==> src/rtl/cache_mem_arbiter.sv <==
// cache_mem_arbiter
// -----------------------------------------------------------------------------
// Shares one physical memory port between the I-cache and the D-cache.
// One line transaction (read or write) is granted at a time; the grant is held
// until memory answers with pmem_resp, and one IDLE cycle always separates two
// grants so memory sees its strobes drop between transactions.
//
// Handshake: a cache holds x_pmem_read/x_pmem_write (and address/wdata) until
// it sees x_pmem_resp for one cycle; memory holds nothing and answers with a
// single-cycle pmem_resp while granted. rdata is broadcast; resp qualifies it.
//
// Optional feature macro: ARB_ROUND_ROBIN_EN
//   defined   : on a tie the side not granted last wins (pointer resets to I,
//               so D wins the first tie)
//   undefined : D always wins ties; no pointer register exists
//
// Ports
//   clk, rst_n                  clock, synchronous active-low reset
//   i_pmem_* / d_pmem_*         cache-side request (read, write, address,
//                               wdata in) and response (rdata, resp out)
//   pmem_read/write/address/wdata  strobes and data toward memory
//   pmem_rdata, pmem_resp       memory read line and completion pulse
//   arb_state                   debug view of the FSM (0 IDLE, 1 GRANT_I,
//                               2 GRANT_D)
// -----------------------------------------------------------------------------
module cache_mem_arbiter #(
    parameter int ADDR_WIDTH = 16,
    parameter int LINE_WIDTH = 128
) (
    input  logic                  clk,
    input  logic                  rst_n,
    input  logic                  i_pmem_read,
    input  logic                  i_pmem_write,
    input  logic [ADDR_WIDTH-1:0] i_pmem_address,
    input  logic [LINE_WIDTH-1:0] i_pmem_wdata,
    output logic [LINE_WIDTH-1:0] i_pmem_rdata,
    output logic                  i_pmem_resp,
    input  logic                  d_pmem_read,
    input  logic                  d_pmem_write,
    input  logic [ADDR_WIDTH-1:0] d_pmem_address,
    input  logic [LINE_WIDTH-1:0] d_pmem_wdata,
    output logic [LINE_WIDTH-1:0] d_pmem_rdata,
    output logic                  d_pmem_resp,
    output logic                  pmem_read,
    output logic                  pmem_write,
    output logic [ADDR_WIDTH-1:0] pmem_address,
    output logic [LINE_WIDTH-1:0] pmem_wdata,
    input  logic [LINE_WIDTH-1:0] pmem_rdata,
    input  logic                  pmem_resp,
    output logic [1:0]            arb_state
);

    typedef enum logic [1:0] {
        IDLE    = 2'd0,
        GRANT_I = 2'd1,
        GRANT_D = 2'd2
    } state_t;

    state_t state;
    state_t state_next;

    logic i_req;
    logic d_req;
    logic pick_d;

    assign i_req = i_pmem_read | i_pmem_write;
    assign d_req = d_pmem_read | d_pmem_write;

`ifdef ARB_ROUND_ROBIN_EN
    // 1 when D held the most recent grant. Only consulted on a tie.
    logic last_d;

    always_ff @(posedge clk) begin
        if (!rst_n) begin
            last_d <= 1'b0;
        end else if (state == IDLE && state_next != IDLE) begin
            last_d <= (state_next == GRANT_D);
        end
    end

    assign pick_d = d_req & (~i_req | ~last_d);
`else
    assign pick_d = d_req;
`endif

    always_ff @(posedge clk) begin
        if (!rst_n) begin
            state <= IDLE;
        end else begin
            state <= state_next;
        end
    end

    always_comb begin
        state_next = state;
        case (state)
            IDLE: begin
                if (pick_d) begin
                    state_next = GRANT_D;
                end else if (i_req) begin
                    state_next = GRANT_I;
                end
            end
            // The grant is held until memory answers, even if the cache
            // drops its request in the meantime.
            GRANT_I, GRANT_D: begin
                if (pmem_resp) begin
                    state_next = IDLE;
                end
            end
            default: state_next = IDLE;
        endcase
    end

    always_comb begin
        pmem_read    = 1'b0;
        pmem_write   = 1'b0;
        pmem_address = '0;
        pmem_wdata   = '0;
        i_pmem_resp  = 1'b0;
        d_pmem_resp  = 1'b0;
        case (state)
            GRANT_I: begin
                pmem_read    = i_pmem_read;
                pmem_write   = i_pmem_write;
                pmem_address = i_pmem_address;
                pmem_wdata   = i_pmem_wdata;
                i_pmem_resp  = pmem_resp;
            end
            GRANT_D: begin
                pmem_read    = d_pmem_read;
                pmem_write   = d_pmem_write;
                pmem_address = d_pmem_address;
                pmem_wdata   = d_pmem_wdata;
                d_pmem_resp  = pmem_resp;
            end
            default: ;
        endcase
    end

    assign i_pmem_rdata = pmem_rdata;
    assign d_pmem_rdata = pmem_rdata;
    assign arb_state    = state;

endmodule

==> config.mk <==
export PLATFORM = sky130hd
export DESIGN_NAME = cache_mem_arbiter
export DESIGN_NICKNAME = d
export VERILOG_FILES = /design/src/rtl/cache_mem_arbiter.sv
export SDC_FILE = /design/constraint.sdc
export NUM_CORES = 1
export LEC_CHECK = 0
export ABC_AREA = 1
export BUFFER_PORTS_ARGS = -buffer_cell sky130_fd_sc_hd__buf_2
export CORE_AREA = 4 4 321 323
export DETAILED_ROUTE_END_ITERATION = 10
export DIE_AREA = 0 0 325 327
export GPL_ROUTABILITY_DRIVEN = 0
export GPL_TIMING_DRIVEN = 0
export PLACE_DENSITY = 0.32
export SLEW_MARGIN = 40
export SYNTH_ARGS = -nofsm -noshare
export SYNTH_HDL_FRONTEND = slang
export SYNTH_SLANG_ARGS = --single-unit
export TNS_END_PERCENT = 20
==> constraint.sdc <==
create_clock -name clk -period 2.9 [get_ports clk]
set_input_delay 0.145 -clock clk [delete_from_list [all_inputs] [get_ports clk]]
set_output_delay 0.145 -clock clk [all_outputs]
set_load 0.05 [all_outputs]
======== Yosys cells after proc, flatten, opt, wreduce, memory -nomap -nowiden ========
Cells that the tools add are included.
cells by class
  $add $sub $neg .......................... 0
  multiply operators ...................... 0
  div/mod/pow operators ................... 0
  $lt $le $gt $ge ......................... 0
  eq/ne operators ......................... 4
  shift operators ......................... 0
  mux-type cells .......................... 10
  bitwise operators ....................... 2
  reductions and logical operators ........ 3
operator list
  operator                                                          count
  128-bit case mux with 2 select lines                              1
  16-bit case mux with 2 select lines                               1
  2-bit two-way mux                                                 3
  1-bit case mux with 2 select lines                                2
  2-bit case mux with 2 select lines                                1
  3-bit inequality test (second input constant)                     1
  2-bit by 1-bit == test with 1-bit output (second input constant)  1
  2-bit == test (second input constant)                             1
  2-bit logical NOT                                                 1
  1-bit two-way mux                                                 2
  2-bit inequality test (second input constant)                     1
  1-bit OR                                                          2
  2-bit AND reduction                                               1
  2-bit OR reduction                                                1
storage, ports and cells
  register bits ........................... 2
  latch bits .............................. 0
  memory bits (writable) .................. 0
  bits in read-only memories .............. 0
  input bits .............................. 423
  output and inout port bits .............. 406
  logic and storage cells ................. 20
  memories kept ........................... 0

======== Depth between registers and ports, before layout ========
Gate-level depths: netlist (run 1).
  depth after elaboration ................. 4
  mapped depth ............................ 6

======== Least setup slack after synthesis (run 1) ========
Ideal clock, no wire load.
  kind .................................... register -> output
  from .................................... register state[0], in the netlist arb_state[0]
  to ...................................... output pmem_address[0]
  arrival ................................. 2,218 ps
  required time ........................... 2,755 ps
  setup slack ............................. 537 ps
  stages on the path, launching flop included .. 7
  path buffers ............................ 2
  path through ............................ dfxtp_1 -> inv_1 -> ha_1 -> inv_1 -> buf_2 -> buf_2 -> a21oi_1
between the ends
  longest elaborated chain between the ends .. 2
  elaborated cells on any way between the ends .. 3
  classes of those cells .................. eq/ne (2); mux (1)
ends and longest elaborated chain
  item                                                                       line  text
  start: declaration                                                         59    state_t state;
  start signal: assignment                                                   90    state <= state_next;
  2-bit == test or 2-bit by 1-bit == test with 1-bit output (tied branches)  122   case (state)
  16-bit case mux with 2 select lines (*)                                    122
  end: declaration                                                           46    output logic [ADDR_WIDTH-1:0] pmem_address,
Every way passes the cells marked *; elsewhere a longest branch is shown, timed or not.

======== Worst setup path in the final report (run 1) ========
  from .................................... register state[0], in the netlist arb_state[0]
  to ...................................... output pmem_wdata[24]
between the ends
  longest elaborated chain between the ends .. 2
  elaborated cells on any way between the ends .. 3
  classes of those cells .................. eq/ne (2); mux (1)
ends and longest elaborated chain
  item                                                                       line  text
  2-bit == test or 2-bit by 1-bit == test with 1-bit output (tied branches)  122
  128-bit case mux with 2 select lines (*)                                   122
  end: declaration                                                           47    output logic [LINE_WIDTH-1:0] pmem_wdata,
Marked as above.

==> results of run 1 <==
-- worst min-delay path by stage --
stage                      from      endpoint  slack, ns  cells past startpoint
after detailed placement  rst_n  arb_state[1]       0.41                      3
final                     rst_n  arb_state[1]       0.18                      3
after global routing      rst_n  arb_state[1]       0.19                      3
after CTS                 rst_n  arb_state[1]       0.18                      3
after global placement    rst_n  arb_state[1]       0.40                      3
after floorplan           rst_n  arb_state[1]       0.25                      2
-- worst register-to-register path, delay by kind of cell (launching register included) --
kind	cells	cell delay (ns)
AND/OR/NAND/NOR	3	0.27
buffers and inverters	1	0.08
adder cells (fa/ha/maj)	1	0.29
flip-flops	1	0.38
AO/OA/AOI/OAI	1	0.13
-- cell usage after synthesis --
cell | count | area (um2)
sky130_fd_sc_hd__a21oi_1 | 148 | 741
sky130_fd_sc_hd__inv_1 | 9 | 33.8
sky130_fd_sc_hd__dfxtp_1 | 2 | 40.0
sky130_fd_sc_hd__clkbuf_1 | 2 | 7.51
sky130_fd_sc_hd__buf_2 | 28 | 140
sky130_fd_sc_hd__nand3_1 | 1 | 5.00
sky130_fd_sc_hd__nand2_1 | 300 | 1130
sky130_fd_sc_hd__nand3b_1 | 1 | 7.51
sky130_fd_sc_hd__buf_4 | 274 | 2060
sky130_fd_sc_hd__nor2_1 | 1 | 3.75
sky130_fd_sc_hd__ha_1 | 3 | 37.5
-- power by group through the flow --
stage                     Clock [uW]  Sequential [uW]  Combinational [uW]
after floorplan                    0             47.2                2000
after global placement             0             35.2                3140
after detailed placement           0             35.5                3130
after CTS                        212             35.2                3150
after global routing             213             35.8                3250
final                            209             35.4                3050
-- logic make-up after synthesis --
kind of cell	synth area share
adder cells (fa/ha/maj)	0.00894
flip-flops	0.00954
AO/OA/AOI/OAI	0.176
buffers and inverters	0.533
AND/OR/NAND/NOR	0.272
-- layout make-up --
| cell class | instances | area (um2) | area share |
|---|---|---|---|
| buffer | 304 | 2210 | 0.234 |
| multi-input combinational | 454 | 1930 | 0.204 |
| tap | 1298 | 1620 | 0.172 |
| inverter | 9 | 33.8 | 0.00358 |
| antenna | 7 | 17.5 | 0.00186 |
| timing repair buffer | 700 | 3500 | 0.371 |
| sequential | 2 | 40.0 | 0.00425 |
| clock buffer | 3 | 75.1 | 0.00796 |
-- timing repair --
item / CTS / global route
setup endpoints to repair: 13 / 0
endpoints found under the hold margin: 0 / 0
gates resized for setup: 4 / 0
-- through the flow --
| stage | cell area [um2] | worst slack, ns | TNS, ns | power, uW |
|---|---|---|---|---|
| 6_report | 9430 | 0.0792 | 0 | 3290 |
| 2_1_floorplan | 4200 | 0.537 | 0 | 2050 |
| 4_1_cts | 9410 | 0.0514 | 0 | 3390 |
| 3_3_place_gp | 9330 | -0.00162 | -0.00162 | 3180 |
| 3_5_place_dp | 9330 | -0.0000528 | -0.0000528 | 3170 |
| 5_1_grt | 9410 | 0.0116 | 0 | 3490 |
-- layer usage --
layer	GRT usage	routed length [um]
met5	0	0
met4	0.00504	323
met3	0.0145	3320
met2	0.167	26300
met1	0.127	24400
==> impl_metrics.xml, run 1 <==
<?xml version="1.0" encoding="UTF-8"?>
<metrics>
  <group name="clock_network">
    <metric name="numCtsBuffers" unit="">3</metric>
    <metric name="buffer_cell_driving_the_clock_tree_root" unit="">sky130_fd_sc_hd__clkbuf_16</metric>
    <metric name="tritoncts" unit="">built</metric>
    <metric name="cts.hold.buffers_added" unit="">0</metric>
    <metric name="clk_pin_slew_worst_paths" unit="ns">0.03</metric>
    <metric name="post_cts_buffers" unit="">0</metric>
    <metric name="numClockSinks" unit="">2</metric>
    <metric name="cts_htree_levels" unit="">1</metric>
    <metric name="clk_path_buf_depth" unit="">2</metric>
    <metric name="clkLatencyLatePin" unit="ns">0.22</metric>
  </group>
  <group name="timing">
    <metric name="rsz0062_at_grt" unit="">no</metric>
    <metric name="timing_max_transition_violations_final" unit="">0</metric>
    <metric name="worst_pin_slew" unit="ns">0.673</metric>
    <metric name="number_of_endpoints_with_negative_hold_slack_in_the_final_report" unit="">0</metric>
    <metric name="finalSetupViolations" unit="">0</metric>
    <metric name="finClkSkew" unit="ns">0.00182</metric>
    <metric name="post-route-period-util" unit="">0.973</metric>
    <metric name="finalCriticalPeriod" unit="ns">2.82</metric>
    <metric name="whs" unit="ns">0.179</metric>
    <metric name="max_freq" unit="MHz">355</metric>
    <metric name="max-slew-margin-rel" unit="">0.551</metric>
  </group>
  <group name="global_routing">
    <metric name="grt_start_max_net_pins" unit="">11</metric>
    <metric name="grt_first_pass_wirelength" unit="mm">68.4</metric>
    <metric name="first_global_vias" unit="">7519</metric>
    <metric name="combined_global_route_utilization_of_all_metal_layers" unit="">0.0946</metric>
    <metric name="grt_antenna_before_repair" unit="">9</metric>
    <metric name="grt_remaining_overflow" unit="">0</metric>
  </group>
  <group name="worst_setup_path">
    <metric name="critical_path.startpoint" unit="">arb_state[0]</metric>
    <metric name="cp_capture_type" unit="">output pin</metric>
    <metric name="worstReg2RegEnd" unit="">arb_state[1]</metric>
    <metric name="critical_path_class" unit="">flip-flop to output pin</metric>
    <metric name="biggest_cell_delay_along_the_critical_path" unit="ns">0.50</metric>
    <metric name="rr_startpoint" unit="">arb_state[1]</metric>
    <metric name="critical_path_depth" unit="">7</metric>
    <metric name="worstSetupEndpoint" unit="">pmem_wdata[24]</metric>
    <metric name="critical-path-slowest-cell" unit="">sky130_fd_sc_hd__a21oi_1</metric>
    <metric name="worstSetupStartpointType" unit="">flip-flop</metric>
    <metric name="critical_path.top_delay_family" unit="">buffers and inverters</metric>
    <metric name="regToRegSetupSlack" unit="ns">1.68</metric>
    <metric name="crit_top_cell" unit="">sky130_fd_sc_hd__buf_2</metric>
    <metric name="required" unit="ns">2.76</metric>
    <metric name="cp_cell_sequence" unit="">inv_1 &gt; ha_1 &gt; buf_4 &gt; buf_2 &gt; nand2_1 &gt; a21oi_1 &gt; buf_2</metric>
    <metric name="worst-path-max-fanout" unit="">10</metric>
    <metric name="timing.critical_path.buf_inv" unit="">4</metric>
    <metric name="worst_r2r_path_depth" unit="">6</metric>
    <metric name="worst-endpoint-arrival" unit="ns">2.68</metric>
  </group>
  <group name="power_and_ir_drop">
    <metric name="worst_ir_drop_vdd" unit="mV">0.181</metric>
    <metric name="power.clock.fraction" unit="">0.064</metric>
    <metric name="pwr-share-seq" unit="">0.011</metric>
    <metric name="sw_frac_of_total" unit="">0.701</metric>
    <metric name="comb_power_share" unit="">0.926</metric>
    <metric name="p_int" unit="uW">984</metric>
    <metric name="cellPowerDensity" unit="mW/mm2">349</metric>
    <metric name="sw_pwr" unit="uW">2310</metric>
    <metric name="leakage" unit="uW">0.00495</metric>
  </group>
  <group name="layout">
    <metric name="finalNonFillerCells" unit="">2777</metric>
    <metric name="finish.utilization" unit="">0.0945</metric>
    <metric name="net_total_in_the_final_layout" unit="">1900</metric>
    <metric name="mostFrequentLayoutCell" unit="">sky130_fd_sc_hd__buf_2</metric>
    <metric name="flow.area_growth_from_synthesis" unit="%">125</metric>
    <metric name="mostFrequentLayoutCells" unit="">sky130_fd_sc_hd__buf_2 (726), sky130_fd_sc_hd__nand2_1 (300), sky130_fd_sc_hd__buf_4 (276)</metric>
    <metric name="largest_register_ffs" unit="">2</metric>
    <metric name="post_route_cells_drive_above_1_share" unit="">0.684</metric>
    <metric name="nFillCells" unit="">11967</metric>
  </group>
  <group name="drt">
    <metric name="drt_pass1_iterations" unit="">4</metric>
    <metric name="routedWlPerCell" unit="um">19.6</metric>
    <metric name="postRouteAntennaNets" unit="">0</metric>
    <metric name="detail_route.drc_violations" unit="">0</metric>
    <metric name="route.vias.total" unit="">7212</metric>
    <metric name="postRouteWirelength" unit="mm">54.4</metric>
    <metric name="route.detailed.vias_per_inst" unit="">2.60</metric>
    <metric name="drt-initial-drc-count" unit="">228</metric>
  </group>
  <group name="outcome">
    <metric name="run_status" unit="">finished clean</metric>
  </group>
  <group name="hold_path">
    <metric name="hold_class" unit="">input pin to flip-flop</metric>
  </group>
  <group name="synthesis">
    <metric name="seq_area_frac_synth" unit="">0.00954</metric>
    <metric name="post_synth_inst_count" unit="">769</metric>
    <metric name="synthesis.yosys.warnings" unit="">0</metric>
    <metric name="synth_cell_types" unit="">11</metric>
    <metric name="synth.net_count" unit="">1195</metric>
    <metric name="synth_area" unit="mm2">0.00420</metric>
    <metric name="syn_area_per_cell" unit="um2">5.46</metric>
    <metric name="ys_seq_elements" unit="">2</metric>
  </group>
  <group name="floorplanning">
    <metric name="core" unit="mm2">0.0999</metric>
    <metric name="die_area" unit="mm2">0.106</metric>
    <metric name="core.rowCount" unit="">116</metric>
    <metric name="width_of_the_die" unit="um">325</metric>
    <metric name="io_pins" unit="">829</metric>
    <metric name="die_y" unit="um">327</metric>
    <metric name="starting_density_of_the_core" unit="">0.0421</metric>
  </group>
  <group name="run">
    <metric name="cap_violations" unit="">0</metric>
  </group>
  <group name="placed_design">
    <metric name="dp_hpwl" unit="mm">50.6</metric>
    <metric name="place_inst" unit="">2767</metric>
    <metric name="numPortBuffers" unit="">700</metric>
  </group>
</metrics>
No activity file was read; power rests on OpenSTA's default activity.
==> inputs of run 2 (changes only) <==
CORE_AREA = 3 3 320 322   (was 4 4 321 323)
DIE_AREA = 0 0 323 325   (was 0 0 325 327)
MAX_ROUTING_LAYER = met4   (was not set)
==> run 2 against run 1 <==
Design area barely moved; via count rose by 1.3%; first-iteration DRC count rose by 10%; clock skew rose by 0.0010 ns; critical endpoint is now pmem_wdata[85].
==> impl_metrics.xml, run 2 (same netlist as run 1, synthesis figures left out) <==
<?xml version="1.0" encoding="UTF-8"?>
<metrics>
  <group name="run">
    <metric name="cap_violations" unit="">0</metric>
  </group>
  <group name="worst_setup_path">
    <metric name="worstSetupStartpointType" unit="">flip-flop</metric>
    <metric name="regToRegSetupSlack" unit="ns">1.65</metric>
    <metric name="worstReg2RegEnd" unit="">arb_state[1]</metric>
    <metric name="worst-endpoint-arrival" unit="ns">2.65</metric>
    <metric name="critical-path-slowest-cell" unit="">sky130_fd_sc_hd__a21oi_1</metric>
    <metric name="cp_cell_sequence" unit="">inv_1 &gt; ha_1 &gt; inv_1 &gt; buf_2 &gt; buf_2 &gt; a21oi_1 &gt; buf_2</metric>
    <metric name="worst-path-max-fanout" unit="">10</metric>
    <metric name="critical_path_class" unit="">flip-flop to output pin</metric>
    <metric name="rr_startpoint" unit="">arb_state[1]</metric>
    <metric name="cp_capture_type" unit="">output pin</metric>
    <metric name="timing.critical_path.buf_inv" unit="">5</metric>
    <metric name="biggest_cell_delay_along_the_critical_path" unit="ns">0.58</metric>
    <metric name="critical_path.top_delay_family" unit="">buffers and inverters</metric>
    <metric name="required" unit="ns">2.76</metric>
    <metric name="worst_r2r_path_depth" unit="">6</metric>
    <metric name="crit_top_cell" unit="">sky130_fd_sc_hd__buf_2</metric>
  </group>
  <group name="timing">
    <metric name="post-route-period-util" unit="">0.963</metric>
    <metric name="max_freq" unit="MHz">358</metric>
    <metric name="finalSetupViolations" unit="">0</metric>
    <metric name="whs" unit="ns">0.178</metric>
    <metric name="timing_max_transition_violations_final" unit="">0</metric>
    <metric name="number_of_endpoints_with_negative_hold_slack_in_the_final_report" unit="">0</metric>
    <metric name="rsz0062_at_grt" unit="">no</metric>
    <metric name="minimum_setup_slack_in_the_final_design" unit="ns">0.108</metric>
    <metric name="worst_pin_slew" unit="ns">0.670</metric>
    <metric name="finalCriticalPeriod" unit="ns">2.79</metric>
    <metric name="fin_setup_tns" unit="ns">0</metric>
    <metric name="max-slew-margin-rel" unit="">0.553</metric>
    <metric name="finClkSkew" unit="ns">0.00284</metric>
  </group>
  <group name="drt">
    <metric name="postRouteWirelength" unit="mm">53.5</metric>
    <metric name="route.vias.total" unit="">7307</metric>
    <metric name="postRouteAntennaNets" unit="">0</metric>
    <metric name="detail_route.drc_violations" unit="">0</metric>
    <metric name="drt-initial-drc-count" unit="">251</metric>
    <metric name="route.detailed.vias_per_inst" unit="">2.63</metric>
    <metric name="drt_pass1_iterations" unit="">4</metric>
    <metric name="routedWlPerCell" unit="um">19.2</metric>
  </group>
  <group name="clock_network">
    <metric name="cts_htree_levels" unit="">1</metric>
    <metric name="tritoncts" unit="">built</metric>
    <metric name="clk_pin_slew_worst_paths" unit="ns">0.03</metric>
    <metric name="numCtsBuffers" unit="">3</metric>
    <metric name="clk_path_buf_depth" unit="">2</metric>
    <metric name="buffer_cell_driving_the_clock_tree_root" unit="">sky130_fd_sc_hd__clkbuf_16</metric>
    <metric name="post_cts_buffers" unit="">0</metric>
    <metric name="clkLatencyLatePin" unit="ns">0.22</metric>
    <metric name="numClockSinks" unit="">2</metric>
  </group>
  <group name="global_routing">
    <metric name="grt_antenna_before_repair" unit="">15</metric>
    <metric name="grt_first_pass_wirelength" unit="mm">66.5</metric>
    <metric name="combined_global_route_utilization_of_all_metal_layers" unit="">0.0975</metric>
    <metric name="first_global_vias" unit="">7369</metric>
    <metric name="grt_remaining_overflow" unit="">0</metric>
    <metric name="grt_start_max_net_pins" unit="">11</metric>
  </group>
  <group name="power_and_ir_drop">
    <metric name="p_int" unit="uW">983</metric>
    <metric name="comb_power_share" unit="">0.925</metric>
    <metric name="pwr-share-seq" unit="">0.011</metric>
    <metric name="power.clock.fraction" unit="">0.064</metric>
    <metric name="sw_frac_of_total" unit="">0.701</metric>
    <metric name="sw_pwr" unit="uW">2310</metric>
    <metric name="leakage" unit="uW">0.00495</metric>
    <metric name="cellPowerDensity" unit="mW/mm2">349</metric>
    <metric name="worst_ir_drop_vdd" unit="mV">0.233</metric>
  </group>
  <group name="layout">
    <metric name="flow.area_growth_from_synthesis" unit="%">125</metric>
    <metric name="largest_register_ffs" unit="">2</metric>
    <metric name="post_route_cells_drive_above_1_share" unit="">0.683</metric>
    <metric name="mostFrequentLayoutCell" unit="">sky130_fd_sc_hd__buf_2</metric>
    <metric name="net_total_in_the_final_layout" unit="">1900</metric>
    <metric name="finalNonFillerCells" unit="">2782</metric>
    <metric name="mostFrequentLayoutCells" unit="">sky130_fd_sc_hd__buf_2 (726), sky130_fd_sc_hd__nand2_1 (300), sky130_fd_sc_hd__buf_4 (276)</metric>
    <metric name="post-route-cell-area" unit="mm2">0.00944</metric>
    <metric name="nFillCells" unit="">11959</metric>
  </group>
  <group name="placed_design">
    <metric name="dp_hpwl" unit="mm">50.1</metric>
    <metric name="place_inst" unit="">2767</metric>
    <metric name="placed_area" unit="mm2">0.00933</metric>
    <metric name="detailedPlace.worstSlack" unit="ns">0.173</metric>
    <metric name="numPortBuffers" unit="">700</metric>
  </group>
  <group name="outcome">
    <metric name="run_status" unit="">finished clean</metric>
  </group>
  <group name="floorplanning">
    <metric name="width_of_the_die" unit="um">323</metric>
    <metric name="die_area" unit="mm2">0.105</metric>
    <metric name="starting_density_of_the_core" unit="">0.0421</metric>
    <metric name="io_pins" unit="">829</metric>
    <metric name="core.rowCount" unit="">116</metric>
    <metric name="die_y" unit="um">325</metric>
    <metric name="core" unit="mm2">0.0999</metric>
  </group>
  <group name="hold_path">
    <metric name="hold_class" unit="">input pin to flip-flop</metric>
    <metric name="worstHoldEndpoint" unit="">arb_state[1]</metric>
    <metric name="hold-path-cell-count" unit="">3</metric>
    <metric name="hp-start" unit="">rst_n</metric>
  </group>
</metrics>
## run 2: per-stage QoR
step	total power (uW)	utilization
floorplan	2050	-
global placement	3170	0.0934
detailed placement	3160	0.0934
CTS	3380	0.0942
global route	3490	0.0943
finish	3290	0.0945
## run 2: how the worst max path moves through the flow
stage | startpoint | endpoint | slack (ns) | depth (start not counted)
detailed placement | arb_state[0] | pmem_wdata[94] | 0.17 | 7
global route | arb_state[0] | pmem_wdata[29] | 0.03 | 7
global placement | arb_state[0] | pmem_wdata[94] | 0.18 | 7
finish | arb_state[1] | pmem_wdata[85] | 0.11 | 7
CTS | arb_state[0] | pmem_wdata[29] | 0.07 | 7
floorplan | arb_state[0] | pmem_address[0] | 0.54 | 6
## run 2: what timing repair did
item                                    4_1_cts  5_1_grt
hold buffers                                  0        0
resized for setup                             2        0
endpoints found under the setup margin        8        0
## run 2: metal layers
| metal | vias up | share of wire | GRT usage |
|---|---|---|---|
| met4 | 0 | 0.0076 | 0.00783 |
| li1 | 3568 | - | - |
| met3 | 18 | 0.073 | 0.0118 |
| met5 | - | 0 | - |
| met1 | 3231 | 0.45 | 0.129 |
| met2 | 490 | 0.47 | 0.165 |
## run 2: tightest hold or removal path: stages
cell and delay (ns):
sky130_fd_sc_hd__buf_2 0.11, sky130_fd_sc_hd__inv_1 0.05, sky130_fd_sc_hd__a21oi_1 0.04
## run 2: final cells by class
type,instances,area [um2],area share
Buffer,304,2210,0.234
Timing Repair Buffer,700,3500,0.371
Antenna cell,12,30.0,0.00318
Sequential cell,2,40.0,0.00424
Tap cell,1298,1620,0.172
Clock buffer,3,75.1,0.00796
Inverter,9,33.8,0.00358
Multi-Input combinational cell,454,1920,0.204
## run 2: power by group through the flow
stage,clock [uW],sequential [uW],combinational [uW]
4_1_cts,213,35.9,3130
5_1_grt,215,35.9,3240
6_report,210,35.5,3050
3_3_place_gp,0,36.1,3130
3_5_place_dp,0,36.1,3120
2_1_floorplan,0,47.2,2000
==> inputs of run 3 (changes only) <==
GPL_TIMING_DRIVEN = not set   (was 0)
==> run 3 against run 2 <==
Clock skew shrank 0.0022 ns; sequential share of layout area grew 0.22 points; non-clock buffer count shrank 542; fmax grew 10%; combinational power shrank 40%; final cell count shrank 19%; setup slack gained 0.26 ns; routed wire length shrank 13%; hold slack gained 0.015 ns; flip-flop and latch count is the same; total power shrank 37%; largest power group unchanged.
==> impl_metrics.xml, run 3 (same netlist as run 1, synthesis figures left out) <==
<?xml version="1.0" encoding="UTF-8"?>
<metrics>
  <group name="power_and_ir_drop">
    <metric name="leakage" unit="uW">0.00262</metric>
    <metric name="cellPowerDensity" unit="mW/mm2">334</metric>
    <metric name="worst_ir_drop_vdd" unit="mV">0.181</metric>
  </group>
  <group name="placed_design">
    <metric name="detailedPlace.worstSlack" unit="ns">0.492</metric>
    <metric name="numPortBuffers" unit="">444</metric>
    <metric name="placed_area" unit="mm2">0.00611</metric>
    <metric name="dp_hpwl" unit="mm">42.4</metric>
  </group>
  <group name="timing">
    <metric name="max_freq" unit="MHz">395</metric>
    <metric name="rsz0062_at_grt" unit="">no</metric>
    <metric name="fin_setup_tns" unit="ns">0</metric>
    <metric name="finClkSkew" unit="ns">0.000634</metric>
    <metric name="timing_max_transition_violations_final" unit="">0</metric>
    <metric name="post-route-period-util" unit="">0.873</metric>
    <metric name="minimum_setup_slack_in_the_final_design" unit="ns">0.369</metric>
    <metric name="finalCriticalPeriod" unit="ns">2.53</metric>
    <metric name="finalSetupViolations" unit="">0</metric>
    <metric name="worst_pin_slew" unit="ns">0.604</metric>
    <metric name="max-slew-margin-rel" unit="">0.597</metric>
    <metric name="number_of_endpoints_with_negative_hold_slack_in_the_final_report" unit="">0</metric>
  </group>
  <group name="worst_setup_path">
    <metric name="critical_path.top_delay_family" unit="">buffers and inverters</metric>
    <metric name="biggest_cell_delay_along_the_critical_path" unit="ns">0.49</metric>
    <metric name="worst-endpoint-arrival" unit="ns">2.39</metric>
    <metric name="timing.critical_path.buf_inv" unit="">4</metric>
    <metric name="cp_cell_sequence" unit="">inv_1 &gt; ha_1 &gt; inv_6 &gt; buf_12 &gt; a21oi_1 &gt; buf_2</metric>
    <metric name="worstSetupStartpointType" unit="">flip-flop</metric>
    <metric name="critical_path_depth" unit="">6</metric>
    <metric name="worst_r2r_path_depth" unit="">6</metric>
    <metric name="required" unit="ns">2.76</metric>
    <metric name="worst-path-max-fanout" unit="">28</metric>
    <metric name="critical-path-slowest-cell" unit="">sky130_fd_sc_hd__a21oi_1</metric>
    <metric name="critical_path_class" unit="">flip-flop to output pin</metric>
    <metric name="cp_capture_type" unit="">output pin</metric>
  </group>
  <group name="clock_network">
    <metric name="cts.hold.buffers_added" unit="">0</metric>
    <metric name="post_cts_resized" unit="">0</metric>
    <metric name="tritoncts" unit="">built</metric>
    <metric name="numClockSinks" unit="">2</metric>
    <metric name="clk_path_buf_depth" unit="">2</metric>
    <metric name="numCtsBuffers" unit="">3</metric>
    <metric name="cts_htree_levels" unit="">1</metric>
    <metric name="clk_pin_slew_worst_paths" unit="ns">0.03</metric>
    <metric name="post_cts_buffers" unit="">0</metric>
    <metric name="buffer_cell_driving_the_clock_tree_root" unit="">sky130_fd_sc_hd__clkbuf_16</metric>
    <metric name="clkLatencyLatePin" unit="ns">0.22</metric>
  </group>
  <group name="layout">
    <metric name="net_total_in_the_final_layout" unit="">1358</metric>
    <metric name="flow.area_growth_from_synthesis" unit="%">48.3</metric>
    <metric name="mostFrequentLayoutCell" unit="">sky130_fd_sc_hd__buf_2</metric>
    <metric name="finish.utilization" unit="">0.0624</metric>
    <metric name="post-route-cell-area" unit="mm2">0.00623</metric>
    <metric name="post_route_cells_drive_above_1_share" unit="">0.503</metric>
    <metric name="largest_register_ffs" unit="">2</metric>
    <metric name="mostFrequentLayoutCells" unit="">sky130_fd_sc_hd__buf_2 (444), sky130_fd_sc_hd__nand2_1 (300), sky130_fd_sc_hd__a21oi_1 (148)</metric>
  </group>
  <group name="floorplanning">
    <metric name="starting_density_of_the_core" unit="">0.0421</metric>
    <metric name="core.rowCount" unit="">116</metric>
    <metric name="width_of_the_die" unit="um">323</metric>
    <metric name="core" unit="mm2">0.0999</metric>
    <metric name="io_pins" unit="">829</metric>
    <metric name="die_y" unit="um">325</metric>
    <metric name="die_area" unit="mm2">0.105</metric>
  </group>
  <group name="drt">
    <metric name="drt_pass1_iterations" unit="">5</metric>
    <metric name="detail_route.drc_violations" unit="">0</metric>
    <metric name="postRouteAntennaNets" unit="">0</metric>
    <metric name="drt-initial-drc-count" unit="">208</metric>
    <metric name="route.vias.total" unit="">5521</metric>
    <metric name="routedWlPerCell" unit="um">20.8</metric>
    <metric name="route.detailed.vias_per_inst" unit="">2.46</metric>
    <metric name="postRouteWirelength" unit="mm">46.8</metric>
  </group>
  <group name="hold_path">
    <metric name="hold-path-cell-count" unit="">3</metric>
    <metric name="hold_class" unit="">input pin to flip-flop</metric>
  </group>
  <group name="global_routing">
    <metric name="grt_remaining_overflow" unit="">0</metric>
    <metric name="combined_global_route_utilization_of_all_metal_layers" unit="">0.0857</metric>
    <metric name="grt_first_pass_wirelength" unit="mm">57.5</metric>
    <metric name="grt_antenna_before_repair" unit="">31</metric>
    <metric name="first_global_vias" unit="">5578</metric>
    <metric name="grt_start_max_net_pins" unit="">94</metric>
  </group>
  <group name="run">
    <metric name="cap_violations" unit="">0</metric>
  </group>
  <group name="outcome">
    <metric name="run_status" unit="">finished clean</metric>
  </group>
</metrics>
-- run 3: cell types whose count changed in the layout (fill, tap and decap cells not counted), moves of 2 or more --
cell | before | now
sky130_fd_sc_hd__buf_2 | 726 | 444
sky130_fd_sc_hd__buf_4 | 276 | 10
sky130_fd_sc_hd__buf_12 | 0 | 8
sky130_fd_sc_hd__diode_2 | 12 | 19
sky130_fd_sc_hd__clkbuf_1 | 2 | 0
sky130_fd_sc_hd__ha_1 | 3 | 1
sky130_fd_sc_hd__ha_4 | 0 | 2
-- run 3: metal layers --
layer  track usage  routed length [um]
met1         0.109               20500
met2         0.122               18700
met3        0.0399                6210
met4        0.0213                1370
met5             -                   0
-- run 3: path summary, 6_finish.rpt --
check                    start              to  slack [ns]
setup reg to reg  arb_state[0]    arb_state[1]        1.50
hold / removal           rst_n    arb_state[1]        0.19
setup / recovery  arb_state[0]  pmem_wdata[28]        0.37
hold reg to reg   arb_state[1]    arb_state[1]        0.55
-- run 3: area by class of cell --
class,count,area [um2]
Fill cell,12043,93600
Timing Repair Buffer,462,2460
Multi-Input combinational cell,454,1950
Tap cell,1298,1620
Clock buffer,3,75.1
Antenna cell,19,47.5
Sequential cell,2,40.0
Inverter,9,38.8
-- run 3: through the flow --
stage	hold WS, ns	cells	total power (uW)
3_3_place_gp	0.290	2225	1960
2_1_floorplan	0.254	769	2050
4_1_cts	0.190	2228	2160
5_1_grt	0.203	2247	2240
3_5_place_dp	0.290	2225	1940
6_report	0.193	2247	2080
-- run 3: power breakdown --
| group | switching (uW) | internal (uW) |
|---|---|---|
| logic | 1370 | 459 |
| registers | 4.80 | 31.4 |
| clock network | 35.8 | 176 |
-- run 3: tightest hold or removal path: cells and delay by family --
kind | cells | cell delay, ns
AOI/OAI and AO/OA | 1 | 0.04
buffers and inverters | 2 | 0.18
